--- config.mk ---
export PLATFORM = sky130hd
export DESIGN_NAME = uart_rx_fsm_flat
export DESIGN_NICKNAME = d
export VERILOG_FILES = /design/src/rtl/uart_rx_pkg.sv /design/src/rtl/uart_rx_fsm_if.sv /design/src/rtl/uart_rx_strobe_gen.sv /design/src/rtl/uart_rx_fsm.sv /design/src/flat_wrapper.sv
export SDC_FILE = /design/constraint.sdc
export NUM_CORES = 1
export LEC_CHECK = 0
export CORE_MARGIN = 2
export CORE_UTILIZATION = 34
export CTS_CLUSTER_DIAMETER = 50
export CTS_CLUSTER_SIZE = 30
export DETAILED_ROUTE_END_ITERATION = 16
export GPL_TIMING_DRIVEN = 0
export SLEW_MARGIN = 20
export SYNTH_ARGS = -nofsm -noshare
export SYNTH_HDL_FRONTEND = slang
export SYNTH_SLANG_ARGS = --single-unit
--- constraint.sdc ---
create_clock -name clk -period 2.95 [get_ports clk]
set_clock_uncertainty 0.15 [all_clocks]
set_input_delay 0.4425 -clock clk [delete_from_list [all_inputs] [get_ports clk]]
set_output_delay 0.4425 -clock clk [all_outputs]
set_load 0.02 [all_outputs]
--- src/rtl/uart_rx_pkg.sv ---
// Shared state encoding, legal oversampling ratios and bit-slot indices
// for the UART receiver control path.
package uart_rx_pkg;

   typedef enum logic [2:0] {
      IDLE   = 3'd0,
      START  = 3'd1,
      DATA   = 3'd2,
      PARITY = 3'd3,
      STOP   = 3'd4,
      DONE   = 3'd5
   } state_t;

   localparam int unsigned PRESC_8  = 8;
   localparam int unsigned PRESC_16 = 16;
   localparam int unsigned PRESC_32 = 32;

   localparam logic [3:0] BIT_START     = 4'd1;
   localparam logic [3:0] BIT_LAST_DATA = 4'd9;
   localparam logic [3:0] BIT_PAR       = 4'd10;

   function automatic logic presc_legal(input int unsigned p);
      return (p == PRESC_8) || (p == PRESC_16) || (p == PRESC_32);
   endfunction

endpackage

--- src/rtl/uart_rx_fsm_if.sv ---
// Signal bundle between the receiver control FSM (master) and the
// line/counter/checker side (slave).
interface uart_rx_fsm_if #(
   parameter int scale_WIDTH = 6
);
   logic                   rx_in;
   logic                   PAR_EN;
   logic [scale_WIDTH-1:0] prescaler;
   logic [scale_WIDTH-1:0] edge_cnt;
   logic [3:0]             bit_cnt;
   logic                   strt_glitch;
   logic                   par_err;
   logic                   stp_err;

   logic                   cnt_en;
   logic                   dat_samp_en;
   logic                   strt_chk_en;
   logic                   deser_en;
   logic                   par_chk_en;
   logic                   stp_chk_en;
   logic                   data_valid;
   logic                   par_err_o;
   logic                   stp_err_o;

   modport master (
      input  rx_in, PAR_EN, prescaler, edge_cnt, bit_cnt,
             strt_glitch, par_err, stp_err,
      output cnt_en, dat_samp_en, strt_chk_en, deser_en, par_chk_en,
             stp_chk_en, data_valid, par_err_o, stp_err_o
   );

   modport slave (
      output rx_in, PAR_EN, prescaler, edge_cnt, bit_cnt,
             strt_glitch, par_err, stp_err,
      input  cnt_en, dat_samp_en, strt_chk_en, deser_en, par_chk_en,
             stp_chk_en, data_valid, par_err_o, stp_err_o
   );
endinterface

--- src/rtl/uart_rx_strobe_gen.sv ---
// Decodes the in-bit edge count against the latched prescaler into the
// majority sample window, check point, result point and bit end point.
module uart_rx_strobe_gen #(
   parameter int scale_WIDTH = 6
) (
   input  logic [scale_WIDTH-1:0] i_presc,
   input  logic [scale_WIDTH-1:0] i_edge_cnt,
   output logic                   o_samp_win,
   output logic                   o_chk_pt,
   output logic                   o_res_pt,
   output logic                   o_end_pt
);
   logic [scale_WIDTH-1:0] w_half;

   assign w_half = i_presc >> 1;

   assign o_samp_win = (i_edge_cnt == w_half - scale_WIDTH'(1)) ||
                       (i_edge_cnt == w_half) ||
                       (i_edge_cnt == w_half + scale_WIDTH'(1));
   assign o_chk_pt   = (i_edge_cnt == w_half + scale_WIDTH'(2));
   assign o_res_pt   = (i_edge_cnt == w_half + scale_WIDTH'(3));
   assign o_end_pt   = (i_edge_cnt == i_presc);

endmodule

--- src/rtl/uart_rx_fsm.sv ---
// UART receive control: walks start/data/parity/stop slots off the shared
// counter, strobes the datapath checkers and reports one result pulse per frame.
module uart_rx_fsm
   import uart_rx_pkg::*;
#(
   parameter int scale_WIDTH = 6
) (
   input logic          clk,
   input logic          reset,
   uart_rx_fsm_if.master bus
);
   state_t                 r_state;
   state_t                 w_next;
   logic [scale_WIDTH-1:0] r_presc;
   logic                   r_par_en;
   logic                   r_glitch;
   logic                   r_par_err;
   logic                   r_stp_err;
   logic                   r_data_valid;
   logic                   r_par_err_o;
   logic                   r_stp_err_o;

   logic w_presc_ok;
   logic w_samp_win, w_chk_pt, w_res_pt, w_end_pt;
   logic w_cnt_en, w_samp_en, w_strt_chk, w_deser, w_par_chk, w_stp_chk;

   assign w_presc_ok = presc_legal(32'(bus.prescaler));

   uart_rx_strobe_gen #(.scale_WIDTH(scale_WIDTH)) u_strobe (
      .i_presc    (r_presc),
      .i_edge_cnt (bus.edge_cnt),
      .o_samp_win (w_samp_win),
      .o_chk_pt   (w_chk_pt),
      .o_res_pt   (w_res_pt),
      .o_end_pt   (w_end_pt)
   );

   always_comb begin
      w_next     = r_state;
      w_cnt_en   = 1'b0;
      w_strt_chk = 1'b0;
      w_deser    = 1'b0;
      w_par_chk  = 1'b0;
      w_stp_chk  = 1'b0;
      case (r_state)
         IDLE: begin
            if (!bus.rx_in && w_presc_ok) w_next = START;
         end
         START: begin
            w_cnt_en   = 1'b1;
            w_strt_chk = w_chk_pt;
            if (w_end_pt && bus.bit_cnt == BIT_START)
               w_next = r_glitch ? IDLE : DATA;
         end
         DATA: begin
            w_cnt_en = 1'b1;
            w_deser  = w_chk_pt;
            if (w_end_pt && bus.bit_cnt == BIT_LAST_DATA)
               w_next = r_par_en ? PARITY : STOP;
         end
         PARITY: begin
            w_cnt_en  = 1'b1;
            w_par_chk = w_chk_pt;
            if (w_end_pt && bus.bit_cnt == BIT_PAR) w_next = STOP;
         end
         STOP: begin
            w_cnt_en  = 1'b1;
            w_stp_chk = w_chk_pt;
            // Leave as soon as the stop result is in, to regain margin for the next start edge.
            if (w_res_pt) w_next = DONE;
         end
         DONE:    w_next = IDLE;
         default: w_next = IDLE;
      endcase
      w_samp_en = w_cnt_en & w_samp_win;
   end

   always_ff @(posedge clk) begin
      if (reset) begin
         r_state      <= IDLE;
         r_presc      <= '0;
         r_par_en     <= 1'b0;
         r_glitch     <= 1'b0;
         r_par_err    <= 1'b0;
         r_stp_err    <= 1'b0;
         r_data_valid <= 1'b0;
         r_par_err_o  <= 1'b0;
         r_stp_err_o  <= 1'b0;
      end else begin
         r_state <= w_next;
         if (r_state == IDLE && w_next == START) begin
            r_presc   <= bus.prescaler;
            r_par_en  <= bus.PAR_EN;
            r_glitch  <= 1'b0;
            r_par_err <= 1'b0;
            r_stp_err <= 1'b0;
         end
         if (r_state == START  && w_res_pt) r_glitch  <= bus.strt_glitch;
         if (r_state == PARITY && w_res_pt) r_par_err <= bus.par_err;
         if (r_state == STOP   && w_res_pt) r_stp_err <= bus.stp_err;
         r_data_valid <= (r_state == DONE) && !r_par_err && !r_stp_err;
         r_par_err_o  <= (r_state == DONE) && r_par_err;
         r_stp_err_o  <= (r_state == DONE) && r_stp_err;
      end
   end

   assign bus.cnt_en      = w_cnt_en;
   assign bus.dat_samp_en = w_samp_en;
   assign bus.strt_chk_en = w_strt_chk;
   assign bus.deser_en    = w_deser;
   assign bus.par_chk_en  = w_par_chk;
   assign bus.stp_chk_en  = w_stp_chk;
   assign bus.data_valid  = r_data_valid;
   assign bus.par_err_o   = r_par_err_o;
   assign bus.stp_err_o   = r_stp_err_o;

endmodule

--- src/flat_wrapper.sv ---
// flat-port wrapper written by rule: the top's interface ports become plain ports
module uart_rx_fsm_flat import uart_rx_pkg::*;
#(
   parameter int scale_WIDTH = 6
)
  (clk, reset, bus_rx_in, bus_PAR_EN, bus_prescaler, bus_edge_cnt, bus_bit_cnt, bus_strt_glitch, bus_par_err, bus_stp_err, bus_cnt_en, bus_dat_samp_en, bus_strt_chk_en, bus_deser_en, bus_par_chk_en, bus_stp_chk_en, bus_data_valid, bus_par_err_o, bus_stp_err_o);
  uart_rx_fsm_if #(.scale_WIDTH(scale_WIDTH)) bus_i ();
  input logic clk;
  input logic reset;
  input wire logic [$bits(bus_i.rx_in)-1:0] bus_rx_in;
  input wire logic [$bits(bus_i.PAR_EN)-1:0] bus_PAR_EN;
  input wire logic [$bits(bus_i.prescaler)-1:0] bus_prescaler;
  input wire logic [$bits(bus_i.edge_cnt)-1:0] bus_edge_cnt;
  input wire logic [$bits(bus_i.bit_cnt)-1:0] bus_bit_cnt;
  input wire logic [$bits(bus_i.strt_glitch)-1:0] bus_strt_glitch;
  input wire logic [$bits(bus_i.par_err)-1:0] bus_par_err;
  input wire logic [$bits(bus_i.stp_err)-1:0] bus_stp_err;
  output wire logic [$bits(bus_i.cnt_en)-1:0] bus_cnt_en;
  output wire logic [$bits(bus_i.dat_samp_en)-1:0] bus_dat_samp_en;
  output wire logic [$bits(bus_i.strt_chk_en)-1:0] bus_strt_chk_en;
  output wire logic [$bits(bus_i.deser_en)-1:0] bus_deser_en;
  output wire logic [$bits(bus_i.par_chk_en)-1:0] bus_par_chk_en;
  output wire logic [$bits(bus_i.stp_chk_en)-1:0] bus_stp_chk_en;
  output wire logic [$bits(bus_i.data_valid)-1:0] bus_data_valid;
  output wire logic [$bits(bus_i.par_err_o)-1:0] bus_par_err_o;
  output wire logic [$bits(bus_i.stp_err_o)-1:0] bus_stp_err_o;
  assign bus_i.rx_in = bus_rx_in;
  assign bus_i.PAR_EN = bus_PAR_EN;
  assign bus_i.prescaler = bus_prescaler;
  assign bus_i.edge_cnt = bus_edge_cnt;
  assign bus_i.bit_cnt = bus_bit_cnt;
  assign bus_i.strt_glitch = bus_strt_glitch;
  assign bus_i.par_err = bus_par_err;
  assign bus_i.stp_err = bus_stp_err;
  assign bus_cnt_en = bus_i.cnt_en;
  assign bus_dat_samp_en = bus_i.dat_samp_en;
  assign bus_strt_chk_en = bus_i.strt_chk_en;
  assign bus_deser_en = bus_i.deser_en;
  assign bus_par_chk_en = bus_i.par_chk_en;
  assign bus_stp_chk_en = bus_i.stp_chk_en;
  assign bus_data_valid = bus_i.data_valid;
  assign bus_par_err_o = bus_i.par_err_o;
  assign bus_stp_err_o = bus_i.stp_err_o;
  uart_rx_fsm #(.scale_WIDTH(scale_WIDTH)) u_core (.clk(clk), .reset(reset), .bus(bus_i));
endmodule
==> out/metrics.csv <==
stage,metric,value,unit
outcome,status,"finished, final reports clean",
routing,DRC errors left,0,
yosys,Post-Synth Simple-Gate Area,0.343,
critical_path,CP peak stage delay,0.49,ns
timing,Slew headroom,0.679,
timing,top achievable clock speed,350,MHz
clocking,CTS Root Cell,clkbuf_8,
yosys,number of synthesized flops with an enable pin,0,
yosys,Async SR Flop Fraction,0,
yosys,Adder-Cell Fraction of Synth Area,0.0526,
final_layout,fin util,0.465,
yosys,Synth top area share,0.224,
routing,Post-Route WL,3.49,mm
min_path,Hold Path Class,flip-flop to flip-flop,
floorplanning,Initial Utilization,0.354,
grt,GRT overflow,0,
timing,unrepaired setup endpoints after global routing,no,
yosys,"top cells by area, synth","dfxtp_1, xor2_1, ha_1",
clocking,CTS tree,yes,
yosys,largest area contributor in the netlist,dfxtp_1,
critical_path,FF-to-FF path depth,6,
floorplanning,core area,4030,µm²
grt,antenna violations before repair,0,
critical_path,CP Class,primary input to output pin,
routing,via count,1330,
clocking,Clock Latency Late Sink,0.25,ns
clocking,CTS clock-pin slew for the worst setup and hold paths,0.06,ns
grt,first-pass GRT wire length,5.49,mm
critical_path,crit path cell chain,clkdlybuf4s50_1 -> xor2_1 -> or4_1 -> nor3_1 -> a21oi_1 -> a21boi_1 -> clkdlybuf4s15_2,
power,Pwr Total,0.000506,W
critical_path,Top delay family on crit path,buffers and inverters,
yosys,Cells after Synth,172,
critical_path,crit path DAT,2.26,ns
yosys,Mean Syn Cell Area,8.30,µm²
min_path,Min-Delay Path Depth,1,
critical_path,CP max FO,3,
final_layout,share of post-route cells with drive strength above 1,0.196,
clocking,maximum root-to-sink buffer count,2,
yosys,register area share after synthesis,0.224,
final_layout,"commonest cells after routing, fill and taps aside","clkdlybuf4s50_1, dfxtp_1, nor3_1",
final_layout,Final nets,234,
yosys,Synth Area in XOR/XNOR,0.128,
final_layout,final cell count without fillers,254,
final_layout,Area Growth Syn to Fin,31.2,%
placed_design,Port-buffer cells,28,
timing,Worst-Margin Slew,0.469,ns
routing,drt wl/cell,13.7,µm
yosys,"FF+latch count, synth",16,
yosys,Mapped Area,1430,µm²
floorplanning,chip height,68.8,µm
yosys,"Top FF cell, synth",dfxtp_1,
floorplanning,Top Ports,32,
power,VDD IR max,0.184,mV
floorplanning,die area,4730,µm²
timing,Final Slew Violations,0,
routing,antenna-violating nets left,0,
timing,setup violators final,0,
routing,Avg Vias per Cell,5.24,
placed_design,global placer's final weighted congestion,0.825,
placed_design,Placed Area,1770,µm²
timing,Final WS setup,0.0968,ns
placed_design,Placed Instances,250,
grt,Tot GR Track Use,0.157,
floorplanning,site row count,23,
critical_path,critical path depth in cells,7,
critical_path,Critical Path Source Type,primary input,
placed_design,dpl ws,-0.396,ns
yosys,main combinational cell family by area after synthesis,simple AND/OR/NAND/NOR gates,
yosys,complex-gate fraction of the synthesized area,0.141,
yosys,syn nets,201,
routing,DR iter-0 viols,54,
critical_path,crit end category,output pin,
yosys,Synth warnings,0,
clocking,Clock Sinks,16,
timing,final worst-path cycle share,0.967,
clocking,H-tree depth,1,
yosys,mux cell area share after synthesis,0.0491,
floorplanning,DIE WIDTH,68.8,µm
timing,Final Hold Vio Count,0,
placed_design,Final HPWL DP,2.70,mm
critical_path,Buf/Inv on CP,2,
final_layout,"commonest non-fill, non-tap cell in the layout",clkdlybuf4s50_1,
routing,First-pass DRT Iterations,4,
clocking,CTS Buf Count,3,
job,Max-Cap Viols,0,
power,Leak Pwr,0.721,nW
final_layout,Ant. Diodes,0,
grt,number of global-route vias before repair,1193,
yosys,count of different cell masters after synthesis,55,
power,total power divided by cell area,270,nW/µm²
timing,Final Critical Period,2.85,ns
final_layout,"Design Area, Final",1870,µm²
critical_path,Worst Path Required,2.36,ns
grt,largest net degree at the start of global routing,11,
critical_path,Slowest cell on crit path,clkdlybuf4s50_1,
-- per-stage QoR --
stage | hold slack [ns] | setup TNS, ns
2_1_floorplan | 0.253 | 0
3_3_place_gp | 0.280 | -1.94
3_5_place_dp | 0.276 | -1.87
4_1_cts | 0.289 | 0
5_1_grt | 0.337 | 0
6_report | 0.287 | 0
-- kinds of logic (layout without fill, tap and decap cells) --
family                     count (synthesis)  in the layout
DFF                                       16             16
muxes                                      7              7
and+or+nand+nor                           78             78
AOI/OAI and AO/OA                         27             27
adders and majority gates                  6              6
buffers and inverters                     18             50
xor gates and xnor gates                  20             20
-- sequential cells by signal (all words and copies together), names as in the netlist --
signal and flops:
u_core.r_presc 6, u_core.r_glitch 1, u_core.bus.data_valid 1, u_core.r_stp_err 1, u_core.r_state 3, u_core.r_par_err 1
u_core.bus.stp_err_o 1, u_core.bus.par_err_o 1, u_core.r_par_en 1
-- cell usage after synthesis, types with 2 or more instances --
cell and n:
a21oi_1 6, xor2_1 11, nor3_1 13, nand3_1 8, and4bb_2 2, nand4_1 3
clkbuf_1 5, nor2_1 12, nand2_1 4, inv_1 5, buf_4 2, buf_2 5
nor2b_1 2, or3b_2 4, nand3b_1 2, and3_1 4, ha_1 6, nor3b_1 5
dfxtp_1 16, mux2i_1 7, nand2b_1 6, o21ai_0 3, and2_1 2, xnor2_1 8
-- metal layers --
| layer | wire [µm] | track usage | up-vias |
|---|---|---|---|
| met5 | 0 | 0 | - |
| met4 | 62 | 0.0515 | 0 |
| met3 | 129 | 0.0195 | 7 |
| met2 | 1640 | 0.267 | 30 |
| met1 | 1660 | 0.205 | 608 |
| li1 | - | - | 685 |
-- path summary, 6_finish.rpt --
kind                                                      from                               end  slack [ns]
worst max register to register  u_core.r_presc[4]$_SDFFE_PP0P_      u_core.r_state[0]$_SDFF_PP0_        0.87
worst min register to register   u_core.r_stp_err$_SDFFE_PP0P_  u_core.bus.data_valid$_SDFF_PP0_        0.29
worst min-delay path             u_core.r_stp_err$_SDFFE_PP0P_  u_core.bus.data_valid$_SDFF_PP0_        0.29
worst max-delay path                           bus_edge_cnt[1]                   bus_dat_samp_en         0.1
-- power breakdown --
group	switching, W	internal [W]
combinational	0.0000450	0.0000506
sequential	0.000000943	0.000215
clock	0.0000752	0.000119
-- area by class of cell --
class,instances,area [µm²]
multi-input combinational,138,1060
sequential,16,328
tap,50,62.6
clock buffer,4,55.1
buffer,12,75.1
fill,433,2160
timing repair buffer,29,277
inverter,5,18.8
-- timing repair --
action,in CTS,in global routing
gates resized for setup,25,13
hold buffers,0,0
endpoints found under the setup margin,5,4
setup buffers,1,0
pin swaps,1,0
Note: power is estimated with default switching activity, not from simulation.
